==> config.mk <==
export PLATFORM = sky130hd
export DESIGN_NAME = i2c_controller
export DESIGN_NICKNAME = d
export VERILOG_FILES = /design/src/rtl/i2c_pkg.sv /design/src/rtl/i2c_ctrl_qtick.sv /design/src/rtl/i2c_controller.sv
export SDC_FILE = /design/constraint.sdc
export NUM_CORES = 1
export LEC_CHECK = 0
export CAP_MARGIN = 0
export CORE_MARGIN = 4
export CORE_UTILIZATION = 47
export DETAILED_ROUTE_END_ITERATION = 8
export PLACE_DENSITY = 0.67
export SLEW_MARGIN = 30
export SYNTH_ARGS = -nofsm -noshare
export SYNTH_HDL_FRONTEND = slang
export SYNTH_HIERARCHICAL = 1
export SYNTH_SLANG_ARGS = --single-unit
==> constraint.sdc <==
create_clock -name clk -period 5.7 [get_ports clk]
set_input_delay 1.425 -clock clk [delete_from_list [all_inputs] [get_ports clk]]
set_output_delay 1.425 -clock clk [all_outputs]
set_load 0.02 [all_outputs]
==> src/rtl/i2c_pkg.sv <==
`default_nettype none
// +--------------------------------------------------------------------+
// | i2c_pkg : state encoding and bus constants for i2c_controller      |
// | Rev 1.0                                                            |
// +--------------------------------------------------------------------+
package i2c_pkg;

    localparam int STATE_W = 4;

    typedef enum logic [STATE_W-1:0] {
        ST_IDLE       = 4'd0,
        ST_START      = 4'd1,
        ST_DEVW       = 4'd2,
        ST_DEVW_ACK   = 4'd3,
        ST_REG        = 4'd4,
        ST_REG_ACK    = 4'd5,
        ST_WDATA      = 4'd6,
        ST_WDATA_ACK  = 4'd7,
        ST_RSTART     = 4'd8,
        ST_DEVR       = 4'd9,
        ST_DEVR_ACK   = 4'd10,
        ST_RDATA      = 4'd11,
        ST_RDATA_NACK = 4'd12,
        ST_STOP       = 4'd13
    } state_e;

    localparam logic [1:0] Q0 = 2'd0;
    localparam logic [1:0] Q1 = 2'd1;
    localparam logic [1:0] Q2 = 2'd2;
    localparam logic [1:0] Q3 = 2'd3;

    localparam logic RW_WRITE = 1'b0;
    localparam logic RW_READ  = 1'b1;

    function automatic logic is_ack_state(input state_e s);
        return (s == ST_DEVW_ACK) || (s == ST_REG_ACK) ||
               (s == ST_WDATA_ACK) || (s == ST_DEVR_ACK);
    endfunction

endpackage
`default_nettype wire

==> src/rtl/i2c_ctrl_qtick.sv <==
`default_nettype none
// +--------------------------------------------------------------------+
// | i2c_ctrl_qtick : quarter-bit divider with 2-bit phase and hold     |
// | Rev 1.0                                                            |
// +--------------------------------------------------------------------+
module i2c_ctrl_qtick
    import i2c_pkg::*;
#(
    parameter int DIV_W = 16
) (
    input  logic             clk,
    input  logic             rst,
    input  logic             clear_i,
    input  logic             run_i,
    input  logic             hold_i,
    input  logic [DIV_W-1:0] div_i,
    output logic             tick_o,
    output logic [1:0]       phase_o
);

    logic [DIV_W-1:0] cnt_q, cnt_d;
    logic [1:0]       phase_q, phase_d;

    assign tick_o  = run_i && !hold_i && (cnt_q == div_i);
    assign phase_o = phase_q;

    always_comb begin
        cnt_d   = cnt_q;
        phase_d = phase_q;
        if (clear_i) begin
            cnt_d   = '0;
            phase_d = Q0;
        end else if (tick_o) begin
            cnt_d   = '0;
            phase_d = phase_q + 2'd1;
        end else if (run_i && !hold_i) begin
            cnt_d   = cnt_q + {{(DIV_W-1){1'b0}}, 1'b1};
        end
    end

    always_ff @(posedge clk or posedge rst) begin
        if (rst) begin
            cnt_q   <= '0;
            phase_q <= Q0;
        end else begin
            cnt_q   <= cnt_d;
            phase_q <= phase_d;
        end
    end

endmodule
`default_nettype wire

==> src/rtl/i2c_controller.sv <==
`default_nettype none
// +--------------------------------------------------------------------+
// | i2c_controller : single-byte register read/write I2C master        |
// | Optional I2C_CTRL_CLK_STRETCH_EN: honour target SCL stretching.    |
// | Rev 1.0                                                            |
// +--------------------------------------------------------------------+
module i2c_controller
    import i2c_pkg::*;
#(
    parameter int DIV_W = 16
) (
    input  logic             clk,
    input  logic             rst,
    input  logic             start_i,
    input  logic             rd_wrn_i,
    input  logic [6:0]       dev_addr_i,
    input  logic [7:0]       reg_addr_i,
    input  logic [7:0]       wdata_i,
    input  logic [DIV_W-1:0] clk_div_i,
    input  logic             scl_i,
    input  logic             sda_i,
    output logic             scl_o,
    output logic             sda_o,
    output logic [7:0]       rdata_o,
    output logic             busy_o,
    output logic             done_o,
    output logic             nack_o
);

    state_e           state_q, state_d;
    logic [2:0]       bit_q, bit_d;
    logic             rd_q, rd_d;
    logic [6:0]       dev_q, dev_d;
    logic [7:0]       reg_q, reg_d;
    logic [7:0]       wdata_q, wdata_d;
    logic [DIV_W-1:0] div_q, div_d;
    logic [7:0]       rx_q, rx_d;
    logic [7:0]       rdata_q, rdata_d;
    logic             nack_q, nack_d;
    logic             smp_q, smp_d;
    logic             done_q, done_d;
    logic             scl_q, scl_d;
    logic             sda_q, sda_d;

    logic             w_accept;
    logic             w_tick;
    logic             w_hold;
    logic [1:0]       w_phase;
    logic [7:0]       w_tx_byte;
    logic             w_tx_bit;
    logic             w_last_bit;

    assign w_accept   = start_i && (state_q == ST_IDLE);
    assign w_last_bit = (bit_q == 3'd7);

`ifdef I2C_CTRL_CLK_STRETCH_EN
    // While SCL is released the counter only runs once the pad is seen high
    assign w_hold = w_phase[1] && !scl_i;
`else
    logic w_unused_scl;
    assign w_unused_scl = scl_i;
    assign w_hold       = 1'b0;
`endif

    i2c_ctrl_qtick #(
        .DIV_W (DIV_W)
    ) u_qtick (
        .clk     (clk),
        .rst     (rst),
        .clear_i (w_accept),
        .run_i   (state_q != ST_IDLE),
        .hold_i  (w_hold),
        .div_i   (div_q),
        .tick_o  (w_tick),
        .phase_o (w_phase)
    );

    always_comb begin
        w_tx_byte = 8'hFF;
        case (state_q)
            ST_DEVW:  w_tx_byte = {dev_q, RW_WRITE};
            ST_REG:   w_tx_byte = reg_q;
            ST_WDATA: w_tx_byte = wdata_q;
            ST_DEVR:  w_tx_byte = {dev_q, RW_READ};
            default:  w_tx_byte = 8'hFF;
        endcase
        w_tx_bit = w_tx_byte[3'd7 - bit_q];
    end

    // Line levels for the current quarter; registered so pads never glitch
    always_comb begin
        scl_d = 1'b1;
        sda_d = 1'b1;
        case (state_q)
            ST_IDLE:   ;
            ST_START:  sda_d = !w_phase[1];
            ST_RSTART: begin
                scl_d = w_phase[1];
                sda_d = (w_phase != Q3);
            end
            ST_STOP:   begin
                scl_d = w_phase[1];
                sda_d = (w_phase == Q3);
            end
            ST_DEVW, ST_REG, ST_WDATA, ST_DEVR: begin
                scl_d = w_phase[1];
                sda_d = w_tx_bit;
            end
            default:   scl_d = w_phase[1];
        endcase
    end

    always_comb begin
        state_d = state_q;
        bit_d   = bit_q;
        rd_d    = rd_q;
        dev_d   = dev_q;
        reg_d   = reg_q;
        wdata_d = wdata_q;
        div_d   = div_q;
        rx_d    = rx_q;
        rdata_d = rdata_q;
        nack_d  = nack_q;
        smp_d   = smp_q;
        done_d  = 1'b0;
        if (w_accept) begin
            state_d = ST_START;
            bit_d   = 3'd0;
            rd_d    = rd_wrn_i;
            dev_d   = dev_addr_i;
            reg_d   = reg_addr_i;
            wdata_d = wdata_i;
            div_d   = clk_div_i;
            nack_d  = 1'b0;
        end else if (w_tick) begin
            if (w_phase == Q2) begin
                smp_d = sda_i;
                if (state_q == ST_RDATA) begin
                    rx_d = {rx_q[6:0], sda_i};
                end
            end
            if (w_phase == Q3) begin
                if (is_ack_state(state_q) && smp_q) begin
                    nack_d = 1'b1;
                end
                case (state_q)
                    ST_START:      state_d = ST_DEVW;
                    ST_DEVW:       if (w_last_bit) state_d = ST_DEVW_ACK;
                    ST_DEVW_ACK:   state_d = smp_q ? ST_STOP : ST_REG;
                    ST_REG:        if (w_last_bit) state_d = ST_REG_ACK;
                    ST_REG_ACK:    state_d = smp_q ? ST_STOP :
                                             (rd_q == RW_READ) ? ST_RSTART : ST_WDATA;
                    ST_WDATA:      if (w_last_bit) state_d = ST_WDATA_ACK;
                    ST_WDATA_ACK:  state_d = ST_STOP;
                    ST_RSTART:     state_d = ST_DEVR;
                    ST_DEVR:       if (w_last_bit) state_d = ST_DEVR_ACK;
                    ST_DEVR_ACK:   state_d = smp_q ? ST_STOP : ST_RDATA;
                    ST_RDATA:      if (w_last_bit) begin
                                       rdata_d = rx_q;
                                       state_d = ST_RDATA_NACK;
                                   end
                    ST_RDATA_NACK: state_d = ST_STOP;
                    ST_STOP:       begin
                                       state_d = ST_IDLE;
                                       done_d  = 1'b1;
                                   end
                    default:       state_d = ST_IDLE;
                endcase
                // 3-bit counter wraps back to 0 as each byte completes
                if ((state_q == ST_DEVW) || (state_q == ST_REG) || (state_q == ST_WDATA) ||
                    (state_q == ST_DEVR) || (state_q == ST_RDATA)) begin
                    bit_d = bit_q + 3'd1;
                end
            end
        end
    end

    always_ff @(posedge clk or posedge rst) begin
        if (rst) begin
            state_q <= ST_IDLE;
            bit_q   <= 3'd0;
            rd_q    <= RW_WRITE;
            dev_q   <= 7'd0;
            reg_q   <= 8'd0;
            wdata_q <= 8'd0;
            div_q   <= '0;
            rx_q    <= 8'd0;
            rdata_q <= 8'd0;
            nack_q  <= 1'b0;
            smp_q   <= 1'b1;
            done_q  <= 1'b0;
            scl_q   <= 1'b1;
            sda_q   <= 1'b1;
        end else begin
            state_q <= state_d;
            bit_q   <= bit_d;
            rd_q    <= rd_d;
            dev_q   <= dev_d;
            reg_q   <= reg_d;
            wdata_q <= wdata_d;
            div_q   <= div_d;
            rx_q    <= rx_d;
            rdata_q <= rdata_d;
            nack_q  <= nack_d;
            smp_q   <= smp_d;
            done_q  <= done_d;
            scl_q   <= scl_d;
            sda_q   <= sda_d;
        end
    end

    assign scl_o   = scl_q;
    assign sda_o   = sda_q;
    assign rdata_o = rdata_q;
    assign busy_o  = (state_q != ST_IDLE);
    assign done_o  = done_q;
    assign nack_o  = nack_q;

endmodule
`default_nettype wire
==> results.yml <==
run_status:
  status: "finished, final reports clean"
detailed_routing:
  antenna_left: 0
  vias: 3180
  drt_first_iter_violations: 139
  routed_wl_um: 8520
  routed_via_density: 5.26
  drc: 0
  post_drt_wl_per_cell_um: 14.1
  first_pass_iters: 4
clock_network:
  postCtsSetupBuffers: 0
  cts_buffer_depth: 2
  ctsHoldBuffers: 0
  clk_pin_slew_ns: 0.07
  cts_buffers: 9
  cts_resized: 0
  cts_tree: "yes"
  clockRootBuffer: "clkbuf_8"
  clock-sinks: 86
  cts_htree_levels: 3
  insertion_delay_ns: 0.35
worst_setup_path:
  cp-end-kind: "output port"
  ff2ff_path_depth: 10
  crit_arrival_ns: 2.27
  start_kind: "flip-flop"
  reg2reg_from: "state_q[1]$_DFFE_PP0P_"
  cp_data_required_time_ns: 4.28
  rrSetupSlack_ns: 2.48
  reg2reg_to: "rdata_o[5]$_DFFE_PP0P_"
  crit_type: "flip-flop to output port"
  path_max_fanout: 25
floorplanning:
  dieHeight_um: 103
  core.rowCount: 34
  fp.dieW_um: 103
  num_io_pins: 58
  core_area_um2: 8810
  initial_core_util: 0.485
  die_area_um2: 10700
sta:
  rsz0062_at_grt: "false"
  fin_crit_ns: 3.70
  clock.fmax_mhz: 271
  fin_crit_sh: 0.648
  fin_skew_ns: 0.0100
  worstMarginPinSlew_ns: 0.840
  slew_headroom: 0.440
  hold_viol: 0
  fin_tns_setup_ns: 0
  maxSlewViolCount: 0
  setup_ws_ns: 2.00
  finalSetupViolCount: 0
placement:
  gp_congestion: 0.836
  portBuffers: 56
  dp_cells: 590
  pre_cts_ws_ns: 2.34
  dp_hpwl_um: 6000
logic_synthesis:
  yosys.area.top_type: "dfrtp_1"
  syn-instance-count: 445
  synth_seq_cells: 86
  synthArstFlopShare: 1.00
  postSynthAreaPerCell_um2: 9.60
  synth_edf_count: 0
  synth_flop_cell: "dfrtp_1"
  netlist_top_cells_area: "dfrtp_1 49%, nand2_1 12%, mux2_2 6.6%"
  yosysWarningCount: 6
  synth.distinct_cells: 56
  synth_top_area_share: 0.486
  seq_area_frac_synth: 0.504
  synth_area_um2: 4270
grt:
  grt_pass1_vias: 3052
  grt_pass1_wl_um: 14600
  grt_use_total: 0.174
  antenna_found_initial: 0
  grt_overflow: 0
  grt_start_max_net_pins: 44
power_and_ir_drop:
  power_density_nw_per_um2: 295
  total_power_mw: 1.49
  vdd_drop_max_v: 0.000131
  cellLeakagePower_nw: 2.43
cells_and_area:
  drive_above_1_share: 0.125
  regArea_um2: 2160
  diodes: 0
  area_growth_pct: 18.2
  final_cells: 604
  nNetsFinal: 541
  utilization: 0.574
  fillers: 802
  multiInputGateArea_um2: 1970
hold_path:
  holdPathEnd: "reg_q[0]$_DFFE_PP0P_"
  hold_depth: 2
  worstHoldStart: "reg_q[0]$_DFFE_PP0P_"
  hp-class: "flip-flop to flip-flop"
flow_run:
  max_cap_viol_count: 0
[placed cells by master, fill, tap and decap left out, types with 3 or more instances in the layout]
| cell type | count |
|---|---|
| dfstp_2 | 3 |
| buf_4 | 3 |
| a22o_1 | 4 |
| inv_1 | 7 |
| clkinv_2 | 3 |
| nand2b_1 | 3 |
| nand4_1 | 3 |
| a21o_1 | 3 |
| a211oi_1 | 7 |
| nand2_1 | 135 |
| nor4_1 | 3 |
| clkbuf_8 | 9 |
| mux2_2 | 25 |
| xor2_1 | 25 |
| and3_1 | 5 |
| ha_1 | 3 |
| nand3_1 | 9 |
| nor2_1 | 29 |
| nor3_1 | 3 |
| o21ai_0 | 10 |
| a21oi_1 | 13 |
| xnor2_1 | 7 |
| dfrtp_1 | 83 |
| clkdlybuf4s50_1 | 56 |
[flip-flops by register name (all words and copies together), names as in the netlist, 2 cells and up]
register         cells
dev_q                7
wdata_q              8
reg_q                8
bit_q                3
state_q              4
rx_q                 8
rdata_o              8
u_qtick/phase_o      2
u_qtick/cnt_q       16
div_q               16
[synthesized netlist by cell type (2+ instances only)]
| cell type | instances |
|---|---|
| buf_2 | 14 |
| and3_1 | 5 |
| nor4_1 | 3 |
| nor3_1 | 3 |
| a211oi_1 | 7 |
| a22o_1 | 4 |
| nand3_1 | 9 |
| a21o_1 | 3 |
| nor2_2 | 2 |
| a22oi_1 | 2 |
| nor4b_1 | 2 |
| dfstp_2 | 3 |
| mux4_2 | 2 |
| o21ai_0 | 10 |
| or3_1 | 2 |
| a31oi_1 | 2 |
| mux2i_1 | 2 |
| xnor2_1 | 7 |
| nand2b_1 | 3 |
| nor4_2 | 2 |
| buf_6 | 2 |
| clkbuf_1 | 7 |
| a21oi_1 | 13 |
| dfrtp_1 | 83 |
| ha_1 | 3 |
| inv_1 | 8 |
| mux2_2 | 25 |
| nand2_1 | 135 |
| nand4_1 | 3 |
| nor2_1 | 29 |
| xor2_1 | 25 |
[power breakdown]
| part | internal, mW | switching [mW] | total, mW |
|---|---|---|---|
| sequential | 0.720 | 0.0894 | 0.809 |
| clock | 0.195 | 0.207 | 0.402 |
| combinational | 0.141 | 0.139 | 0.281 |
[metrics by stage]
step           area, µm²  hold WS (ns)
2_1_floorplan       4280         0.439
3_3_place_gp        4880         0.453
3_5_place_dp        4880         0.460
4_1_cts             5050         0.481
5_1_grt             5050         0.501
6_report            5050         0.479
[routing by layer]
metal	part of all wire	wire (µm)	vias to the layer above	track usage
met2	0.46	3900	66	0.267
li1	-	-	1589	-
met1	0.49	4160	1511	0.249
met4	0.018	155	0	0.0687
met3	0.036	308	14	0.0282
met5	0	0	-	0
[worst max-delay path, stage by stage (launching register included)]
cell and delay [ns]:
dfrtp_1 0.89, nor2_1 0.19, nand2_1 0.21, clkdlybuf4s50_1 0.63
[worst max-delay path by stage]
stage / endpoint / startpoint / cells after the start
after floorplan: bit_q[0]$_DFFE_PP0P_ / rst / 1
after detailed placement: u_qtick/cnt_q[4]$_DFFE_PP0P_ / start_i / 6
final: busy_o / state_q[1]$_DFFE_PP0P_ / 3
after global placement: u_qtick/cnt_q[11]$_DFFE_PP0P_ / start_i / 6
after global routing: busy_o / state_q[1]$_DFFE_PP0P_ / 3
after CTS: busy_o / state_q[1]$_DFFE_PP0P_ / 3
[layout make-up]
| class | count | area share |
|---|---|---|
| inverter | 8 | 0.00594 |
| multi-input combinational | 329 | 0.390 |
| tap | 108 | 0.0267 |
| clock inverter | 5 | 0.0104 |
| sequential | 86 | 0.427 |
| clock buffer | 9 | 0.0245 |
| timing repair buffer | 59 | 0.115 |
[cells by family after synthesis]
group,after synthesis,share of synthesized area
xor+xnor,32,0.0656
flops,86,0.504
compound gates,51,0.0808
other cells,1,0.000877
simple gates,212,0.224
mux,29,0.0811
fa+ha+maj,3,0.00878
buf+inv,31,0.0348
Power figures use the tool's default switching activity.
